[src/rtl/cart_mem_responder.sv]
// Memory-side responder for a cartridge slot: turns one mapped Z80 access per
// MREQ cycle into a req/ack transaction on the shared ROM/SRAM store, stretches
// the CPU cycle with WAIT and returns read data to the slot data mux.
module cart_mem_responder #(
    parameter logic [24:0] ROM_BASE  = 25'h0000000,
    parameter logic [24:0] SRAM_BASE = 25'h1F00000,
    parameter int          SRAM_AW   = 13,
    parameter int          TIMEOUT   = 255
) (
    input  logic        clk,
    input  logic        reset,
    input  logic        cs,
    input  logic        cpu_mreq,
    input  logic        cpu_rd,
    input  logic        cpu_wr,
    input  logic [7:0]  din,
    input  logic [24:0] mem_addr,
    input  logic        mem_unmaped,
    input  logic        sram_cs,
    input  logic        sram_we,
    output logic [7:0]  dout,
    output logic        dout_oe,
    output logic        wait_n,
    output logic        ext_req,
    output logic        ext_we,
    output logic [24:0] ext_addr,
    output logic [7:0]  ext_wdata,
    input  logic        ext_ack,
    input  logic [7:0]  ext_rdata,
    output logic        err
);

    typedef enum logic [1:0] {
        IDLE = 2'd0,
        BUSY = 2'd1,
        HOLD = 2'd2
    } state_t;

    localparam logic [7:0] TIMEOUT_L = 8'(TIMEOUT);

    state_t      state_q, state_d;
    logic [7:0]  dout_q, dout_d;
    logic        dout_oe_q, dout_oe_d;
    logic        ext_req_q, ext_req_d;
    logic        ext_we_q, ext_we_d;
    logic [24:0] ext_addr_q, ext_addr_d;
    logic [7:0]  ext_wdata_q, ext_wdata_d;
    logic        err_q, err_d;
    logic [7:0]  cnt_q, cnt_d;
    logic        is_rd_q, is_rd_d;

    logic        start;
    logic        start_to_busy;
    logic [24:0] sram_addr;
    logic [24:0] rom_addr;

    // Byte addresses into the external store; sums wrap modulo 2^25.
    assign sram_addr = SRAM_BASE + {{(25 - SRAM_AW){1'b0}}, mem_addr[SRAM_AW-1:0]};
    assign rom_addr  = ROM_BASE + mem_addr;

    // A new access may only begin from IDLE; reset suppresses it so the
    // reset edge cannot launch a transaction.
    assign start = ~reset & (state_q == IDLE) & cs & cpu_mreq & (cpu_rd | cpu_wr);

    // Next-state and output decode for the access sequencer.
    always_comb begin
        state_d       = state_q;
        dout_d        = dout_q;
        dout_oe_d     = dout_oe_q;
        ext_req_d     = ext_req_q;
        ext_we_d      = ext_we_q;
        ext_addr_d    = ext_addr_q;
        ext_wdata_d   = ext_wdata_q;
        err_d         = 1'b0;
        cnt_d         = cnt_q;
        is_rd_d       = is_rd_q;
        start_to_busy = 1'b0;

        case (state_q)
            IDLE: begin
                cnt_d = 8'd0;
                if (start) begin
                    if (mem_unmaped) begin
                        // Unmapped: open bus reads as 0xFF, writes vanish.
                        state_d = HOLD;
                        if (cpu_rd) begin
                            dout_d    = 8'hFF;
                            dout_oe_d = 1'b1;
                        end
                    end else if (cpu_rd) begin
                        start_to_busy = 1'b1;
                        ext_addr_d    = sram_cs ? sram_addr : rom_addr;
                        ext_we_d      = 1'b0;
                    end else if (sram_cs && sram_we) begin
                        start_to_busy = 1'b1;
                        ext_addr_d    = sram_addr;
                        ext_we_d      = 1'b1;
                        ext_wdata_d   = din;
                    end else begin
                        // ROM (bank register) writes are the mapper's business.
                        state_d = HOLD;
                    end
                    if (start_to_busy) begin
                        state_d   = BUSY;
                        ext_req_d = 1'b1;
                        is_rd_d   = cpu_rd;
                    end
                end
            end
            BUSY: begin
                cnt_d = cnt_q + 8'd1;
                if (ext_ack) begin
                    ext_req_d = 1'b0;
                    state_d   = HOLD;
                    if (is_rd_q) begin
                        dout_d    = ext_rdata;
                        dout_oe_d = 1'b1;
                    end
                end else if ((cnt_q + 8'd1) == TIMEOUT_L) begin
                    ext_req_d = 1'b0;
                    err_d     = 1'b1;
                    state_d   = HOLD;
                    if (is_rd_q) begin
                        dout_d    = 8'hFF;
                        dout_oe_d = 1'b1;
                    end
                end
            end
            HOLD: begin
                // One access per MREQ: wait for the CPU to end the cycle.
                if (!cpu_mreq) begin
                    state_d   = IDLE;
                    dout_oe_d = 1'b0;
                    cnt_d     = 8'd0;
                end
            end
            default: begin
                state_d = IDLE;
            end
        endcase
    end

    // State and output registers with synchronous reset.
    always_ff @(posedge clk) begin
        if (reset) begin
            state_q     <= IDLE;
            dout_q      <= 8'hFF;
            dout_oe_q   <= 1'b0;
            ext_req_q   <= 1'b0;
            ext_we_q    <= 1'b0;
            ext_addr_q  <= 25'd0;
            ext_wdata_q <= 8'd0;
            err_q       <= 1'b0;
            cnt_q       <= 8'd0;
            is_rd_q     <= 1'b0;
        end else begin
            state_q     <= state_d;
            dout_q      <= dout_d;
            dout_oe_q   <= dout_oe_d;
            ext_req_q   <= ext_req_d;
            ext_we_q    <= ext_we_d;
            ext_addr_q  <= ext_addr_d;
            ext_wdata_q <= ext_wdata_d;
            err_q       <= err_d;
            cnt_q       <= cnt_d;
            is_rd_q     <= is_rd_d;
        end
    end

    // WAIT is combinational so the CPU is stalled in the very cycle the access starts.
    assign wait_n    = ~(start_to_busy | (state_q == BUSY));
    assign dout      = dout_q;
    assign dout_oe   = dout_oe_q;
    assign ext_req   = ext_req_q;
    assign ext_we    = ext_we_q;
    assign ext_addr  = ext_addr_q;
    assign ext_wdata = ext_wdata_q;
    assign err       = err_q;

endmodule

[config.mk]
export PLATFORM = sky130hd
export DESIGN_NAME = cart_mem_responder
export DESIGN_NICKNAME = d
export VERILOG_FILES = /design/src/rtl/cart_mem_responder.sv
export SDC_FILE = /design/constraint.sdc
export NUM_CORES = 1
export LEC_CHECK = 0
export ABC_AREA = 1
export ABC_CLOCK_PERIOD_IN_PS = 4600
export CAP_MARGIN = 40
export CORE_MARGIN = 2
export CORE_UTILIZATION = 30
export CTS_BUF_LIST = sky130_fd_sc_hd__clkbuf_4
export DETAILED_ROUTE_END_ITERATION = 8
export GPL_TIMING_DRIVEN = 1
export HOLD_SLACK_MARGIN = 0.15
export SKIP_CTS_REPAIR_TIMING = 1
export SYNTH_ARGS = -nofsm -noshare
export SYNTH_HDL_FRONTEND = slang
export SYNTH_SLANG_ARGS = --single-unit
[constraint.sdc]
create_clock -name clk -period 4.6 [get_ports clk]
set_input_delay 0.69 -clock clk [delete_from_list [all_inputs] [get_ports clk]]
set_output_delay 0.69 -clock clk [all_outputs]
set_load 0.01 [all_outputs]
==> flow_metrics.tcl, run 1 <==
set metrics [dict create \
    route.detailed.vias_per_inst 4.62 \
    ys_dominant_reg_cell "dfxtp_1" \
    post_synth_instance_area_sq_um 2490 \
    sum_of_net_half_perimeters_after_detailed_placement_mm 4.69 \
    peak_supply_drop_v 0.000113 \
    leakage_nw 1.32 \
    h-tree-depth 2 \
    async_flop_share_pct 0 \
    die_outline_area_sq_um 9040 \
    final.fill_count 826 \
    grt_first_pass_wirelength_mm 10.2 \
    worstSetupStartpointType "input pin" \
    cts.clk_slew.worst_paths_ns 0.16 \
    rsz_0062_raised_after_global_routing "false" \
    tns_ns 0 \
    worst_path_class_setup "input pin to primary output" \
    synth_edf_count 0 \
    post_synth_cell_types 34 \
    routed_wl_mm 6.44 \
    grt_pass1_vias 2234 \
    floorplan.initialDensity_pct 30.6 \
    worst_ep_arrival_time_ns 2.74 \
    layout.cells.most_common_list "96 x clkdlybuf4s50_1, 93 x nand2_1, 56 x dfxtp_1" \
    grtUsageMet3_pct 3.95 \
    detail_route.drc_violations 0 \
    first_pass_iters 4 \
    finClkSkew_ns 0.0150 \
    synth-seq-cells 56 \
    die_w_microns 95.1 \
    timing.hold.worst.class "flop to flop" \
    gp_routability_congestion 0.845 \
    max_clock_freq_mhz 291 \
    final_net_count 478 \
    synth.yosys.seq_area_share_pct 45.0 \
    cap_viol_max_count 0 \
    clock_sink_count 56 \
    worst_ep_required_time_ns 3.91 \
    gr-usage-all-layers_pct 14.2 \
    layout_min_cycle_time_ns 3.43 \
    grtUsageMet2_pct 24.1 \
    drv_slew 0 \
    report.final.setup_viol 0 \
    critical_path.max_fanout 21 \
    grt.busiest_layer "met2" \
    route.detailed.wl_per_inst_microns 12.1 \
    maxSlewHeadroom_pct 53.3 \
    worst_slack_ns 1.17 \
    worst_skew_pair.late_latency_ns 0.38 \
    fp-row-count 33 \
    path_cells "clkdlybuf4s50_1, nand2_1, nand2_1, nand2_2, nor2_4, nor2_1, clkdlybuf4s50_1" \
    post_dp_cell_area_sq_um 3510 \
    cp_top_family "buffers and inverters" \
    layout_worst_path_cycle_share_pct 74.6 \
    clock_tree.buffer_depth 2 \
    via_count_of_the_routed_design 2451 \
    synth.yosys.warnings 0 \
    syn_area_cell_sq_um 7.45 \
    insertedDiodeCount 0 \
    synth_cells 334 \
    antenna_violating_nets_post_route 0 \
    die_h_microns 95.1 \
    dp_slack_ns 1.15 \
    finish.instance_area_sq_um 3590 \
    post_route_cells_drive_above_1_share_pct 7.04 \
    finish.utilization_pct 44.1 \
    cpPeakStageDelay_ns 0.64 \
    cts_buffers 5 \
    critPathSlowestCell "clkdlybuf4s50_1" \
    tightest_slew_ns 0.700 \
    tritoncts "built" \
    core_area_sq_um 8130 \
    finalHoldViolations 0 \
    drt-initial-drc-count 73 \
    power.total_mw 0.881 \
    outcome "complete, no violations" \
    worstPathBufferInverterCount 2 \
    antenna_found_initial 0 \
    areaGrowthSynthToFinish_pct 44.3 \
    grt_start_max_net_pins 32 \
    grt-ovfl-total 0 \
    buffer_ports.inserted 96 \
    power.density_cell_area_nw_per_um2 245 \
    gr-usage-met1_pct 17.7 \
    mostFrequentLayoutCell "clkdlybuf4s50_1" \
    io_pins 97 \
    setup.worst_path.end_class "primary output" \
    postSynthNetCount 387 \
    cts_root_buf "clkbuf_4" \
]
-- Yosys cell counts (2+ instances only) --
master,instances,area [sq um]
a21oi_1,33,165
buf_2,2,10.0
buf_4,3,22.5
buf_6,2,22.5
clkbuf_1,6,22.5
dfxtp_1,56,1120
ha_1,2,25.0
inv_1,20,75.1
inv_2,3,11.3
nand2_1,93,349
nand2_2,2,12.5
nand2_4,3,33.8
nand3_1,15,75.1
nand4_1,10,62.6
nor2_1,39,146
nor2_2,2,12.5
nor2_4,3,33.8
nor3_1,8,40.0
nor3_4,2,32.5
o21ai_0,14,70.1
or2_2,2,12.5
xor2_1,2,17.5
-- path summary, 6_finish.rpt --
| path | startpoint | slack (ns) | end | depth (start not counted) |
|---|---|---|---|---|
| worst min-delay path | ext_req$_SDFFE_PP0P_ | 0.47 | ext_req$_SDFFE_PP0P_ | 2 |
| worst max-delay path | sram_cs | 1.17 | wait_n | 7 |
| worst min register to register | ext_req$_SDFFE_PP0P_ | 0.47 | ext_req$_SDFFE_PP0P_ | 2 |
| worst max register to register | state_q[1]$_SDFFE_PP0P_ | 2.72 | ext_addr[3]$_SDFFE_PP0P_ | 6 |
-- power by group --
group / total [mW] / switching, mW / internal, mW
Combinational: 0.115 / 0.0526 / 0.0627
Sequential: 0.498 / 0.00498 / 0.493
Clock: 0.267 / 0.153 / 0.114
-- registers in the layout, indices dropped and copies added, names as in the netlist --
| register | flops |
|---|---|
| ext_we | 1 |
| state_q | 2 |
| cnt_q | 8 |
| err | 1 |
| dout | 8 |
| ext_addr | 25 |
| ext_req | 1 |
| is_rd_q | 1 |
| dout_oe | 1 |
| ext_wdata | 8 |
-- worst register-to-register path, cell delays in order, from the launching register on --
cell,delay [ns]
dfxtp_1,0.41
nor2_2,0.27
nand4_4,0.17
nor2_4,0.43
inv_2,0.30
nand2_1,0.13
a21oi_1,0.06
-- kinds of logic (layout without fill, tap and decap cells) --
group	Yosys count	count (layout)	synth area share, %
buffers and inverters	37	129	6.79
AOI/OAI and AO/OA	54	54	11.7
DFF	56	56	45.0
adders and majority gates	2	2	1.01
xor gates and xnor gates	2	2	0.704
and+or+nand+nor	183	183	34.8
-- through the flow --
stage	hold WS, ns	instances
after floorplan	0.454	334
after global placement	0.439	523
after detailed placement	0.445	523
after CTS	0.472	531
after global routing	0.496	531
final	0.468	531
-- final cells by class --
type / count / area [sq um] / area share (%)
Clock buffer: 5 / 37.5 / 1.05
Clock inverter: 3 / 42.5 / 1.18
Inverter: 24 / 91.3 / 2.54
Multi-Input combinational cell: 241 / 1200 / 33.4
Sequential cell: 56 / 1120 / 31.2
Tap cell: 105 / 131 / 3.66
Timing Repair Buffer: 97 / 968 / 27.0
-- metal layers --
layer | vias up | part of all wire (%)
met4 | 0 | 0.71
met3 | 4 | 6.9
li1 | 1272 | -
met5 | - | 0
met1 | 1088 | 47
met2 | 87 | 45
(Power assumes the default switching activity.)
==> run 2: changes to the inputs <==
--- a/config.mk
+++ b/config.mk
@@ -6,7 +6,7 @@
 export NUM_CORES = 1
 export LEC_CHECK = 0
 export ABC_AREA = 1
-export ABC_CLOCK_PERIOD_IN_PS = 4600
+export ABC_CLOCK_PERIOD_IN_PS = 2800
 export CAP_MARGIN = 40
 export CORE_MARGIN = 2
 export CORE_UTILIZATION = 30
==> constraint.sdc (replaced) <==
create_clock -name clk -period 2.8 [get_ports clk]
set_input_delay 0.42 -clock clk [delete_from_list [all_inputs] [get_ports clk]]
set_output_delay 0.42 -clock clk [all_outputs]
set_load 0.01 [all_outputs]
==> flow_metrics.tcl, run 2 (same netlist as run 1, synthesis figures left out) <==
set metrics [dict create \
    outcome "complete, no violations" \
    drv_slew 0 \
    insertedDiodeCount 0 \
    gp_routability_congestion 0.800 \
    max_clock_freq_mhz 389 \
    cts.clk_slew.worst_paths_ns 0.15 \
    critical_path.max_fanout 5 \
    route.detailed.vias_per_inst 4.54 \
    peak_supply_drop_v 0.000182 \
    die_h_microns 95.1 \
    clock_tree.buffer_depth 2 \
    die_outline_area_sq_um 9040 \
    layout_min_cycle_time_ns 2.57 \
    mostFrequentLayoutCell "clkdlybuf4s50_1" \
    tightest_slew_ns 0.705 \
    antenna_violating_nets_post_route 0 \
    gr-usage-all-layers_pct 14.2 \
    layout.cells.most_common_list "96 x clkdlybuf4s50_1, 93 x nand2_1, 56 x dfxtp_1" \
    p_sw_mw 0.346 \
    power.share.switching_pct 23.9 \
    post_route_cells_drive_above_1_share_pct 7.93 \
    tritoncts "built" \
    antenna_found_initial 0 \
    power.total_mw 1.45 \
    worst_ep_required_time_ns 2.38 \
    grt-ovfl-total 0 \
    h-tree-depth 2 \
    rsz_0062_raised_after_global_routing "false" \
    floorplan.initialDensity_pct 30.6 \
    finClkSkew_ns 0.0125 \
    internal_power_contribution_mw 1.10 \
    final.fill_count 849 \
    worst_skew_pair.late_latency_ns 0.37 \
    tns_ns 0 \
    grt_start_max_net_pins 32 \
    cts_root_buf "clkbuf_4" \
    areaGrowthSynthToFinish_pct 45.2 \
    largest_reg_flops 25 \
    die_w_microns 95.1 \
    power.sequential.fraction_pct 56.6 \
    setup.worst_path.end_class "primary output" \
    cts_buffers 5 \
    buffer_ports.inserted 96 \
    grt_first_pass_wirelength_mm 10.4 \
    maxSlewHeadroom_pct 53.0 \
    finalHoldViolations 0 \
    layout_worst_path_cycle_share_pct 91.8 \
    via_count_of_the_routed_design 2422 \
    route.detailed.wl_per_inst_microns 12.2 \
    grt_pass1_vias 2242 \
    io_pins 97 \
    core_area_sq_um 8130 \
    report.final.setup_viol 0 \
    worst_ep_arrival_time_ns 2.15 \
    first_pass_iters 4 \
    final_net_count 481 \
    power.share.combinational_pct 13.3 \
    sum_of_net_half_perimeters_after_detailed_placement_mm 4.63 \
    final_cell_count_no_fill 534 \
    finalHoldWorstSlack_ns 0.470 \
    fp-row-count 33 \
    leakage_nw 1.33 \
    clock_sink_count 56 \
    reg2reg_slack_ns 0.99 \
    power.density_cell_area_nw_per_um2 401 \
    worstSetupStartpointType "input pin" \
    routed_wl_mm 6.49 \
    dp_cells 526 \
    detail_route.drc_violations 0 \
    timing.hold.worst.class "flop to flop" \
    clockPowerShare_pct 30.2 \
    cap_viol_max_count 0 \
    worst_path_class_setup "input pin to primary output" \
    drt-initial-drc-count 80 \
]
run 2: cell count changes in the layout (fill, tap and decap cells not counted):
cell | before | now
buf_4 | 1 | 4
clkinv_1 | 1 | 0
clkinv_2 | 1 | 2
clkinv_4 | 1 | 0
clkinvlp_4 | 0 | 1
run 2: path summary, 6_finish.rpt:
kind | start | endpoint | cells after the start
worst min register to register | ext_req$_SDFFE_PP0P_ | ext_req$_SDFFE_PP0P_ | 2
worst max register to register | cnt_q[0]$_SDFFE_PP0P_ | dout[2]$_SDFFE_PP1P_ | 12
worst max-delay path | cpu_rd | wait_n | 7
worst min-delay path | ext_req$_SDFFE_PP0P_ | ext_req$_SDFFE_PP0P_ | 2
run 2: layout make-up:
class / instances / area, sq um / area share (%)
Clock inverter: 3 / 42.5 / 1.18
Sequential cell: 56 / 1120 / 31.0
Inverter: 24 / 91.3 / 2.53
Timing Repair Buffer: 100 / 991 / 27.4
Clock buffer: 5 / 37.5 / 1.04
Multi-Input combinational cell: 241 / 1200 / 33.2
Tap cell: 105 / 131 / 3.64
run 2: metal layers:
layer	track usage [%]	share of wire [%]	wire length, microns
met5	0	0	0
met4	2.42	0.45	29
met3	4.27	8.5	550
met2	23.9	45	2910
met1	18.3	46	3010
run 2: power groups by stage:
stage / clock network, mW / registers (mW) / logic [mW]
3_5_place_dp: 0 / 0.836 / 0.192
2_1_floorplan: 0 / 0.840 / 0.0726
6_report: 0.437 / 0.819 / 0.192
3_3_place_gp: 0 / 0.835 / 0.191
4_1_cts: 0.463 / 0.819 / 0.193
5_1_grt: 0.492 / 0.821 / 0.208
run 2: through the flow:
| stage | setup slack, ns | util (%) | cell area [sq um] |
|---|---|---|---|
| after global placement | 0.295 | 43.4 | 3530 |
| after detailed placement | 0.243 | 43.4 | 3530 |
| after floorplan | 1.28 | - | 2490 |
| final | 0.229 | 44.4 | 3610 |
| after CTS | 0.235 | 44.4 | 3610 |
| after global routing | 0.147 | 44.4 | 3610 |
run 2: critical path: stages:
cell,delay (ns)
clkdlybuf4s50_1,0.57
inv_1,0.21
nand2_1,0.12
nand2_2,0.12
nor2_4,0.05
nor2_1,0.09
clkdlybuf4s50_1,0.57
==> run 3: changes to the inputs <==
--- a/config.mk
+++ b/config.mk
@@ -9,11 +9,12 @@
 export ABC_CLOCK_PERIOD_IN_PS = 2800
 export CAP_MARGIN = 40
 export CORE_MARGIN = 2
-export CORE_UTILIZATION = 30
+export CORE_UTILIZATION = 41
 export CTS_BUF_LIST = sky130_fd_sc_hd__clkbuf_4
 export DETAILED_ROUTE_END_ITERATION = 8
 export GPL_TIMING_DRIVEN = 1
 export HOLD_SLACK_MARGIN = 0.15
+export PLACE_DENSITY = 0.79
 export SKIP_CTS_REPAIR_TIMING = 1
 export SYNTH_ARGS = -nofsm -noshare
 export SYNTH_HDL_FRONTEND = slang
==> flow_metrics.tcl, run 3 (same netlist as run 1, synthesis figures left out) <==
set metrics [dict create \
    clock_sink_count 56 \
    drt-initial-drc-count 89 \
    clock_tree.buffer_depth 2 \
    reg2reg_slack_ns 0.99 \
    setup.worst_path.end_class "primary output" \
    path_cells "clkdlybuf4s50_1, inv_1, nand2_1, nand2_2, nor2_4, nor2_1, clkdlybuf4s50_1" \
    h-tree-depth 2 \
    grt-ovfl-total 0 \
    finClkSkew_ns 0.00678 \
    dp_slack_ns 0.284 \
    largest_reg_flops 25 \
    layout_min_cycle_time_ns 2.52 \
    cts.clk_slew.worst_paths_ns 0.15 \
    via_count_of_the_routed_design 2457 \
    routed_wl_mm 6.15 \
    layout.cells.most_common_list "96 x clkdlybuf4s50_1, 93 x nand2_1, 56 x dfxtp_1" \
    r2r-end "dout[2]$_SDFFE_PP1P_" \
    floorplan.initialDensity_pct 42.3 \
    power.density_cell_area_nw_per_um2 383 \
    route.detailed.vias_per_inst 4.88 \
    insertedDiodeCount 0 \
    drv_slew 0 \
    rsz_0062_raised_after_global_routing "false" \
    grt_pass1_vias 2223 \
    final_net_count 481 \
    detail_route.drc_violations 0 \
    layout_worst_path_cycle_share_pct 90.1 \
    gr-usage-all-layers_pct 18.4 \
    tritoncts "built" \
    critical_path.max_fanout 5 \
    fp-row-count 28 \
    rr_worst_depth 12 \
    first_pass_iters 5 \
    timing.hold.worst.class "flop to flop" \
    cts_root_buf "clkbuf_4" \
    route.detailed.wl_per_inst_microns 12.2 \
    worst_skew_pair.late_latency_ns 0.37 \
    cpMostUsedCell "clkdlybuf4s50_1" \
    tightest_slew_ns 0.700 \
    worst_slack_ns 0.277 \
    finalHoldViolations 0 \
    grt_first_pass_wirelength_mm 9.80 \
    io_pins 97 \
    crit-reg2reg-launch "cnt_q[0]$_SDFFE_PP0P_" \
    worst_ep_arrival_time_ns 2.10 \
    cap_viol_max_count 0 \
    maxSlewHeadroom_pct 53.3 \
    report.final.setup_viol 0 \
    cts_buffers 5 \
    buffer_ports.inserted 96 \
    tns_ns 0 \
    cpPeakStageDelay_ns 0.57 \
    die_outline_area_sq_um 6710 \
    die_h_microns 81.9 \
    worst_ep_required_time_ns 2.38 \
    leakage_nw 1.32 \
    areaGrowthSynthToFinish_pct 42.7 \
    sum_of_net_half_perimeters_after_detailed_placement_mm 4.47 \
    hold_end "ext_req$_SDFFE_PP0P_" \
    outcome "complete, no violations" \
    die_w_microns 81.9 \
    cp_top_family "buffers and inverters" \
    worstPathBufferInverterCount 3 \
    gp_routability_congestion 0.792 \
    max_clock_freq_mhz 396 \
    min_from "ext_req$_SDFFE_PP0P_" \
    antenna_violating_nets_post_route 0 \
    worst_path_class_setup "input pin to primary output" \
    whs_path_depth 2 \
    critPathSlowestCell "clkdlybuf4s50_1" \
    worstSetupStartpointType "input pin" \
    grt_start_max_net_pins 32 \
    core_area_sq_um 5890 \
    antenna_found_initial 0 \
    post_route_cells_drive_above_1_share_pct 7.69 \
    peak_supply_drop_v 0.000180 \
    mostFrequentLayoutCell "clkdlybuf4s50_1" \
]
==> run 3: changes by cell type in the layout (fill, tap and decap cells not counted), sizes merged <==
cell / before / now
bufinv: 1 / 0
clkbuf: 5 / 6
==> run 3: worst max-delay path by stage <==
stage	cells after the start	slack (ns)	start	endpoint
floorplan	5	1.28	state_q[1]$_SDFFE_PP0P_	wait_n
global placement	7	0.31	cpu_rd	wait_n
detailed placement	7	0.28	cpu_rd	wait_n
CTS	7	0.28	cpu_rd	wait_n
global route	7	0.20	cpu_rd	wait_n
finish	7	0.28	cpu_rd	wait_n
==> run 3: layout make-up <==
cell class                 instances  area, sq um
timing repair buffer             100          991
clock inverter                     2         11.3
inverter                          24         91.3
tap                               75         93.8
fill                             556         2330
clock buffer                       6         45.0
sequential                        56         1120
multi-input combinational        241         1200
==> run 3: worst min-delay path, stage by stage, from the launching register on <==
cell,delay [ns]
dfxtp_1,0.34
inv_1,0.05
a21oi_1,0.05
==> run 3: stage by stage <==
stage	instance area, sq um	power [mW]	std cells	util (%)	hold WS (ns)
floorplan	2490	0.913	334	-	0.454
global placement	3500	1.02	496	59.4	0.434
detailed placement	3500	1.02	496	59.4	0.444
CTS	3550	1.37	504	60.4	0.468
global route	3550	1.42	504	60.4	0.497
finish	3550	1.36	504	60.4	0.465
==> run 3: power by group <==
group	total, mW	internal [mW]	switching, mW
registers	0.819	0.810	0.00836
clock network	0.352	0.106	0.246
logic	0.190	0.104	0.0852
total	1.36	1.02	0.339
==> run 3: routing by layer <==
metal / vias to the layer above / wire length (microns) / track usage [%]
met2: 66 / 2940 / 33.0
met1: 1116 / 2750 / 21.9
met5: - / 0 / 0
li1: 1269 / - / -
met4: 0 / 27 / 3.50
met3: 6 / 430 / 5.38
